===== src/rtl/rip_branch_pht.sv =====
// rip_branch_pht: pattern history table of 2-bit saturating counters for the
// fetch-stage branch predictor.
//   Optional gshare indexing: define RIP_BP_GSHARE_EN (default build is bimodal).
// Ports:
//   clk, rstn            clock / async active-low reset
//   i_lookup_valid/pc    fetch lookup request
//   o_pred_*             registered prediction (valid, taken, index, history)
//   i_update_*           resolved branch training / GHR recovery
//   o_ready              table sweep finished
module rip_branch_pht #(
  parameter  int BP_PC_LSB   = 2,
  parameter  int BP_PC_MSB   = 11,
  localparam int TABLE_DEPTH = BP_PC_MSB - BP_PC_LSB + 1,
  localparam int HISTORY_LEN = TABLE_DEPTH
) (
  input  logic                   clk,
  input  logic                   rstn,
  input  logic                   i_lookup_valid,
  input  logic [31:0]            i_lookup_pc,
  output logic                   o_pred_valid,
  output logic                   o_pred_taken,
  output logic [TABLE_DEPTH-1:0] o_pred_index,
  output logic [HISTORY_LEN-1:0] o_pred_history,
  input  logic                   i_update_valid,
  input  logic [TABLE_DEPTH-1:0] i_update_index,
  input  logic                   i_update_taken,
  input  logic                   i_update_mispred,
  input  logic [HISTORY_LEN-1:0] i_update_history,
  output logic                   o_ready
);

  typedef enum logic [1:0] {
    STRONGLY_UNTAKEN = 2'b00,
    WEAKLY_UNTAKEN   = 2'b01,
    WEAKLY_TAKEN     = 2'b10,
    STRONGLY_TAKEN   = 2'b11
  } bp_weight_t;

  typedef enum logic {S_INIT, S_RUN} state_t;

  state_t                 r_state, w_state_nxt;
  logic [TABLE_DEPTH-1:0] r_sweep, w_sweep_nxt;
  bp_weight_t             r_pht [2**TABLE_DEPTH];

  logic [HISTORY_LEN-1:0] w_ghr;
  logic [TABLE_DEPTH-1:0] w_lookup_idx;
  logic                   w_run, w_upd_en, w_lk_taken;
  bp_weight_t             w_upd_old, w_upd_new, w_lk_ctr;

  // Whole PC is folded here so the unused high/low bits do not trip lint.
  logic w_unused_pc;
  assign w_unused_pc = ^i_lookup_pc;

  assign w_run    = (r_state == S_RUN);
  assign w_upd_en = w_run && i_update_valid;

  // FSM: sweep every entry once after reset, then serve lookups.
  always_ff @(posedge clk or negedge rstn) begin
    if (!rstn) begin
      r_state <= S_INIT;
      r_sweep <= '0;
    end else begin
      r_state <= w_state_nxt;
      r_sweep <= w_sweep_nxt;
    end
  end

  always_comb begin
    w_state_nxt = r_state;
    w_sweep_nxt = r_sweep;
    if (r_state == S_INIT) begin
      w_sweep_nxt = r_sweep + 1'b1;
      if (&r_sweep) w_state_nxt = S_RUN;
    end
  end

  assign o_ready = w_run;

`ifdef RIP_BP_GSHARE_EN
  logic [HISTORY_LEN-1:0] r_ghr;
  assign w_ghr = r_ghr;

  // Misprediction recovery has priority over the speculative lookup shift.
  always_ff @(posedge clk or negedge rstn) begin
    if (!rstn)
      r_ghr <= '0;
    else if (w_upd_en && i_update_mispred)
      r_ghr <= {i_update_history[HISTORY_LEN-2:0], i_update_taken};
    else if (w_run && i_lookup_valid)
      r_ghr <= {r_ghr[HISTORY_LEN-2:0], w_lk_taken};
  end
`else
  logic w_unused_hist;
  assign w_ghr         = '0;
  assign w_unused_hist = ^{i_update_history, i_update_mispred};
`endif

  assign w_lookup_idx = i_lookup_pc[BP_PC_MSB:BP_PC_LSB] ^ w_ghr;

  // Saturating read-modify-write for the single update port.
  always_comb begin
    w_upd_old = r_pht[i_update_index];
    w_upd_new = w_upd_old;
    if (i_update_taken) begin
      if (w_upd_old != STRONGLY_TAKEN) w_upd_new = bp_weight_t'(w_upd_old + 2'd1);
    end else begin
      if (w_upd_old != STRONGLY_UNTAKEN) w_upd_new = bp_weight_t'(w_upd_old - 2'd1);
    end
  end

  // Same-cycle update to the looked-up entry is forwarded into the prediction.
  assign w_lk_ctr   = (w_upd_en && (i_update_index == w_lookup_idx)) ? w_upd_new
                                                                     : r_pht[w_lookup_idx];
  assign w_lk_taken = w_run && w_lk_ctr[1];

  // Table storage is not reset; the INIT sweep initialises it.
  always_ff @(posedge clk) begin
    if (r_state == S_INIT)
      r_pht[r_sweep] <= WEAKLY_UNTAKEN;
    else if (w_upd_en)
      r_pht[i_update_index] <= w_upd_new;
  end

  always_ff @(posedge clk or negedge rstn) begin
    if (!rstn) begin
      o_pred_valid   <= 1'b0;
      o_pred_taken   <= 1'b0;
      o_pred_index   <= '0;
      o_pred_history <= '0;
    end else begin
      o_pred_valid <= i_lookup_valid;
      if (i_lookup_valid) begin
        o_pred_taken   <= w_lk_taken;
        o_pred_index   <= w_lookup_idx;
        o_pred_history <= w_ghr;
      end
    end
  end

endmodule


===== config.mk =====
export PLATFORM = sky130hd
export DESIGN_NAME = rip_branch_pht
export DESIGN_NICKNAME = d
export VERILOG_FILES = /design/src/rtl/rip_branch_pht.sv
export SDC_FILE = /design/constraint.sdc
export NUM_CORES = 2
export LEC_CHECK = 0
export ABC_AREA = 0
export CELL_PAD_IN_SITES_DETAIL_PLACEMENT = 2
export CELL_PAD_IN_SITES_GLOBAL_PLACEMENT = 2
export CORE_MARGIN = 2
export CORE_UTILIZATION = 53
export CTS_CLUSTER_DIAMETER = 40
export DETAILED_ROUTE_END_ITERATION = 16
export PLACE_DENSITY_LB_ADDON = 0.12
export SLEW_MARGIN = 0
export SYNTH_ARGS = -nofsm -noshare
export SYNTH_HDL_FRONTEND = slang
export SYNTH_SLANG_ARGS = --single-unit
export TNS_END_PERCENT = 1

===== constraint.sdc =====
create_clock -name clk -period 128.8 [get_ports clk]
set_clock_uncertainty 0.1 [all_clocks]
set_input_delay 38.64 -clock clk [delete_from_list [all_inputs] [get_ports clk]]
set_output_delay 38.64 -clock clk [all_outputs]
set_load 0.05 [all_outputs]

# ---- Word-level counts from Yosys, hierarchy flattened
# Memories as Yosys holds them, arrays and structs flattened.
# Cells that the tools add are included.
dict set report word_totals {
  elab_cells 30
  ram_bits 2048
  ff_bits 23
  n_memories 1
}
dict set report classes {
  n_mux 13
  reduce_logical 6
  n_addsub 3
  n_eq_ne 2
}
# memory depth word_bits rd rd_ports_with_merged_regs wr line
set memory_table {}
lappend memory_table {r_pht 1024 2 2 0 1 43} ;# bp_weight_t r_pht [2**TABLE_DEPTH];
# cell n
set ops {}
lappend ops {{adder 10 x 1 -> 10 bit, second input constant} 1}
lappend ops {{equality test 10 bit} 1}
lappend ops {{2-to-1 mux 10 bit} 1}
lappend ops {{2-to-1 mux 2 bit} 5}
lappend ops {{AND reduction 10 bit} 1}
lappend ops {{2-to-1 mux 1 bit} 7}
lappend ops {{logical AND 1 bit} 3}
lappend ops {{adder 2 x 1 -> 2 bit, second input constant} 1}
lappend ops {{inequality test 2 bit, second input constant} 1}
lappend ops {{nonzero test 2 bit} 1}
lappend ops {{OR reduction 2 bit} 1}
lappend ops {{subtractor 2 x 1 -> 2 bit, second input constant} 1}

# ---- Logic depth before layout (Yosys ltp)
dict set report depth {
  word_depth 6
  depth_mapped 17
  depth_no_buf 10
}

# ---- Least setup slack after synthesis
# Ideal clock, no wire load.
dict set report synth_path {
  path_kind {input -> register}
  start {in i_update_index[2]}
  end {mem r_pht[0][0] (netlist bit) (data pin)}
  stages 13
  slack_ps 40035
  setup_time_ps 8135
  path_buffers 5
  arrival_ps 80530
  cell_sequence {buf_4 > buf_4 > buf_4 > buf_2 > buf_2 > mux4_2 > mux4_2 > mux2i_1 > o21ai_0 > o211ai_1 > a32oi_2 > nor2b_1 > o21ai_0}
}
dict set report synth_between {
  elab_chain_len 5
}
# item line
set synth_lines {}
lappend synth_lines {{start: declaration} 25} ;# input logic [TABLE_DEPTH-1:0] i_update_index,
lappend synth_lines {{memory read (1024 x 2 bit) *} --}
lappend synth_lines {{subtractor 2 x 1 -> 2 bit, or another cell as far along} 107} ;# if (w_upd_old != STRONGLY_UNTAKEN) w_upd_new = bp_weight_t'(w_upd_old - 2'd1);
lappend synth_lines {{2-to-1 mux 2 bit, on equally long branches} {107, 105}}
lappend synth_lines {{2-to-1 mux 2 bit *} 104} ;# if (i_update_taken) begin
lappend synth_lines {{2-to-1 mux 2 bit (no line) *} --}
lappend synth_lines {{end: declaration} 43}
# Mark *: on every way between the ends. The rest lies on a longest branch, timed or not.

# ---- Worst setup path in the final report
dict set report layout_path {
  start {in i_update_index[0]}
  end {mem r_pht[216][0] (netlist bit) (data pin)}
}
# Same word-level chain as after synthesis.

==> metrics.yaml <==
outcome:
  outcome: "complete, but fails checks"
  failed_checks: "max-capacitance violations, max-slew violations"
grt:
  grt_max_degree: 262
  overflow: 0
  grt_pass1_wl_mm: 554.2
  grt_pass1_vias: 64216
  grt_antenna_before_repair: 30
  grt_usage_pct: 45.30
timing:
  period_needed_ns: 47.95
  rsz0062_at_grt: "false"
  hold_viol_final: 0
  max_slew_margin_pct: -4.622
  tightestPinTransition_ns: 1.569
  finalMaxSlewViolations: 7
  period_share_pct: 37.23
  setup_viol: 0
  fmax_mhz: 20.85
  tns_ns: 0
die:
  io_pins: 81
  start_util_pct: 53.36
  coreArea_sq_mm: 0.1738
  rows: 153
  fp.dieArea_sq_mm: 0.1784
  die_x_um: 422.3
  die_height_um: 422.3
yosys:
  ys_ff_latch: 2071
  syn_inst: 5350
  synth_ff_type: "edfxtp_1"
  ys_warn_count: 0
  postSynthAreaPerCell_sq_um: 17.34
  synth-edff-count: 2048
  synth_most_common_cell: "edfxtp_1"
  ys_seq_area_share_pct: 66.92
  yosys-top-cells-area: "edfxtp_1 66%, mux4_2 19%, nor2_1 4.3%"
  async_flop_share_pct: 1.111
  yosysTopAreaCell: "edfxtp_1"
  synth_area_sq_mm: 0.09276
  synth_common_cells: "2048 x edfxtp_1, 1067 x nor2_1, 793 x mux4_2, 292 x clkbuf_1, 129 x mux2i_1"
  yosysUniqueCellTypes: 66
  synth_top_cell_area_share_pct: 66.30
power_and_ir_drop:
  pwr-share-clk_pct: 52.6
  pwr-share-seq_pct: 43.6
  leakage_uw: 0.03203
  p_comb_share_pct: 3.8
  ir_drop_mv: 0.01752
  switching_share_pct: 23.87
  p_sw_uw: 399.0
  power_density_mw_per_mm2: 15.83
  p_int_uw: 1273
finish:
  final_nets: 5421
  ff_latch_area_sq_mm: 0.06207
  instances_no_fill: 7942
  n_fill_cell: 13983
  drive_above_1_share_pct: 27.29
  area_growth_pct: 13.81
  multi_input_area_sq_mm: 0.02872
cts:
  clk_pin_slew_ns: 0.05
  cts_num_sinks: 2071
  ctsRootBufferMaster: "clkbuf_16"
  htreeDepth: 5
  cts_max_path_buffers: 4
  post_cts_buffers: 0
  cts_buffers: 315
  clock_latency_ns: 0.98
  cts_tree: "built"
  cts_hold_buf: 0
  postCtsResizedCells: 0
placement:
  port_buffers: 37
  gp_congestion: 0.8794
  dp.cells: 7367
  dp_hpwl_mm: 209.8
drt:
  via_per_inst: 7.864
  vias: 62457
  wl_per_cell_um: 50.59
  route.detailed.drc: 0
  finalWirelength_mm: 401.8
  drt_iter0_drc: 10591
  drtAntennaViolNets: 0
  drt_pass1_iterations: 6
flow_run:
  drv_cap: 2
setup_path:
  crit_type: "input port to flip-flop"
  critPathMaxFanout: 215
  cp_data_required_time_ns: 129.25
  critPathArrivalTime_ns: 48.40
  reg2regPathDepth: 14
  regToRegSetupSlack_ns: 120.43
  end_kind: "flip-flop"
  startpoint_type: "input port"
hold_path:
  hold_path.class: "flip-flop to flip-flop"
  hold_depth: 1
## registers in the layout (all words and copies together) (netlist names)
name	flops
o_pred_index	10
r_pht	2048
r_sweep	10
o_pred_valid	1
o_ready	1
o_pred_taken	1
## worst max-delay path, stage by stage
cell      delay, ns
buf_8          0.45
buf_4          0.63
buf_4          0.64
buf_4          0.70
mux4_2         0.60
mux2i_1        0.68
o21ai_0        0.22
nor3_1         0.26
a31oi_1        0.30
o211ai_1       0.39
a32oi_2        0.17
nor2b_1        0.24
nor2_1         0.12
o21ai_4        0.15
buf_4          0.75
buf_4          0.98
buf_12         0.74
buf_4          0.98
## final cells by class
| type | count | area share (%) |
|---|---|---|
| Antenna cell | 22 | 0.05215 |
| Clock buffer | 355 | 7.730 |
| Clock inverter | 195 | 1.953 |
| Inverter | 13 | 0.04741 |
| Multi-Input combinational cell | 2790 | 27.20 |
| Sequential cell | 2071 | 58.80 |
| Tap cell | 2325 | 2.756 |
| Timing Repair Buffer | 171 | 1.458 |
## final timing paths
check	startpoint	end
max	i_update_index[0]	r_pht[216][0]$_DFFE_PP_
min	o_pred_index[1]$_DFFE_PN0P_	o_pred_index[1]$_DFFE_PN0P_
max reg2reg	r_pht[502][0]$_DFFE_PP_	r_pht[216][0]$_DFFE_PP_
min reg2reg	o_pred_index[1]$_DFFE_PN0P_	o_pred_index[1]$_DFFE_PN0P_
max in group asynchronous	rstn	o_pred_index[2]$_DFFE_PN0P_
min in group asynchronous	rstn	r_sweep[3]$_DFFE_PN0N_
## metrics by stage
stage	setup WS (ns)	cell area [sq um]	util, %	hold WS (ns)	total power, uW
2_1_floorplan	40.03	92790	-	0.3826	779.0
3_3_place_gp	81.05	95240	54.79	0.3928	800.9
3_5_place_dp	80.71	95240	54.79	0.4056	802.1
4_1_cts	81.38	105500	60.67	0.4193	1667
5_1_grt	80.72	105500	60.70	0.4380	1691
6_report	80.85	105600	60.73	0.4104	1672
## per-layer routing
| layer | GRT usage [%] | routed length [um] | up-vias |
|---|---|---|---|
| met1 | 55.74 | 130500 | 32834 |
| li1 | - | - | 21591 |
| met3 | 15.15 | 54390 | 1747 |
| met5 | 0.5645 | 356 | - |
| met2 | 68.33 | 184200 | 6249 |
| met4 | 30.77 | 32370 | 36 |
## power groups by stage
stage               Combinational [uW]  Clock, uW  Sequential [uW]
global route                      62.6        899              729
CTS                               60.0        878              730
floorplan                         34.1          0              745
global placement                  57.1          0              744
finish                            63.1        879              730
detailed placement                58.4          0              744
## layout by cell type (no fill, tap or decap), types with 49 or more instances in the layout
master / count
a21oi_1: 49
nor2_1: 1061
buf_4: 123
edfxtp_1: 2048
mux2i_1: 129
a22oi_1: 87
nand2_1: 112
mux4_2: 793
nor3_1: 63
clkbuf_16: 321
## logic make-up after synthesis
group,count (synthesis),share of synthesized area (%)
AO/OA/AOI/OAI,385,3.004
XOR/XNOR,19,0.1794
adder cells (fa/ha/maj),2,0.02563
buffers and inverters,498,2.504
flip-flops,2071,66.92
multiplexers,964,21.17
other,1,0.004043
AND/OR/NAND/NOR,1410,6.189
Power figures use the tool's default switching activity.
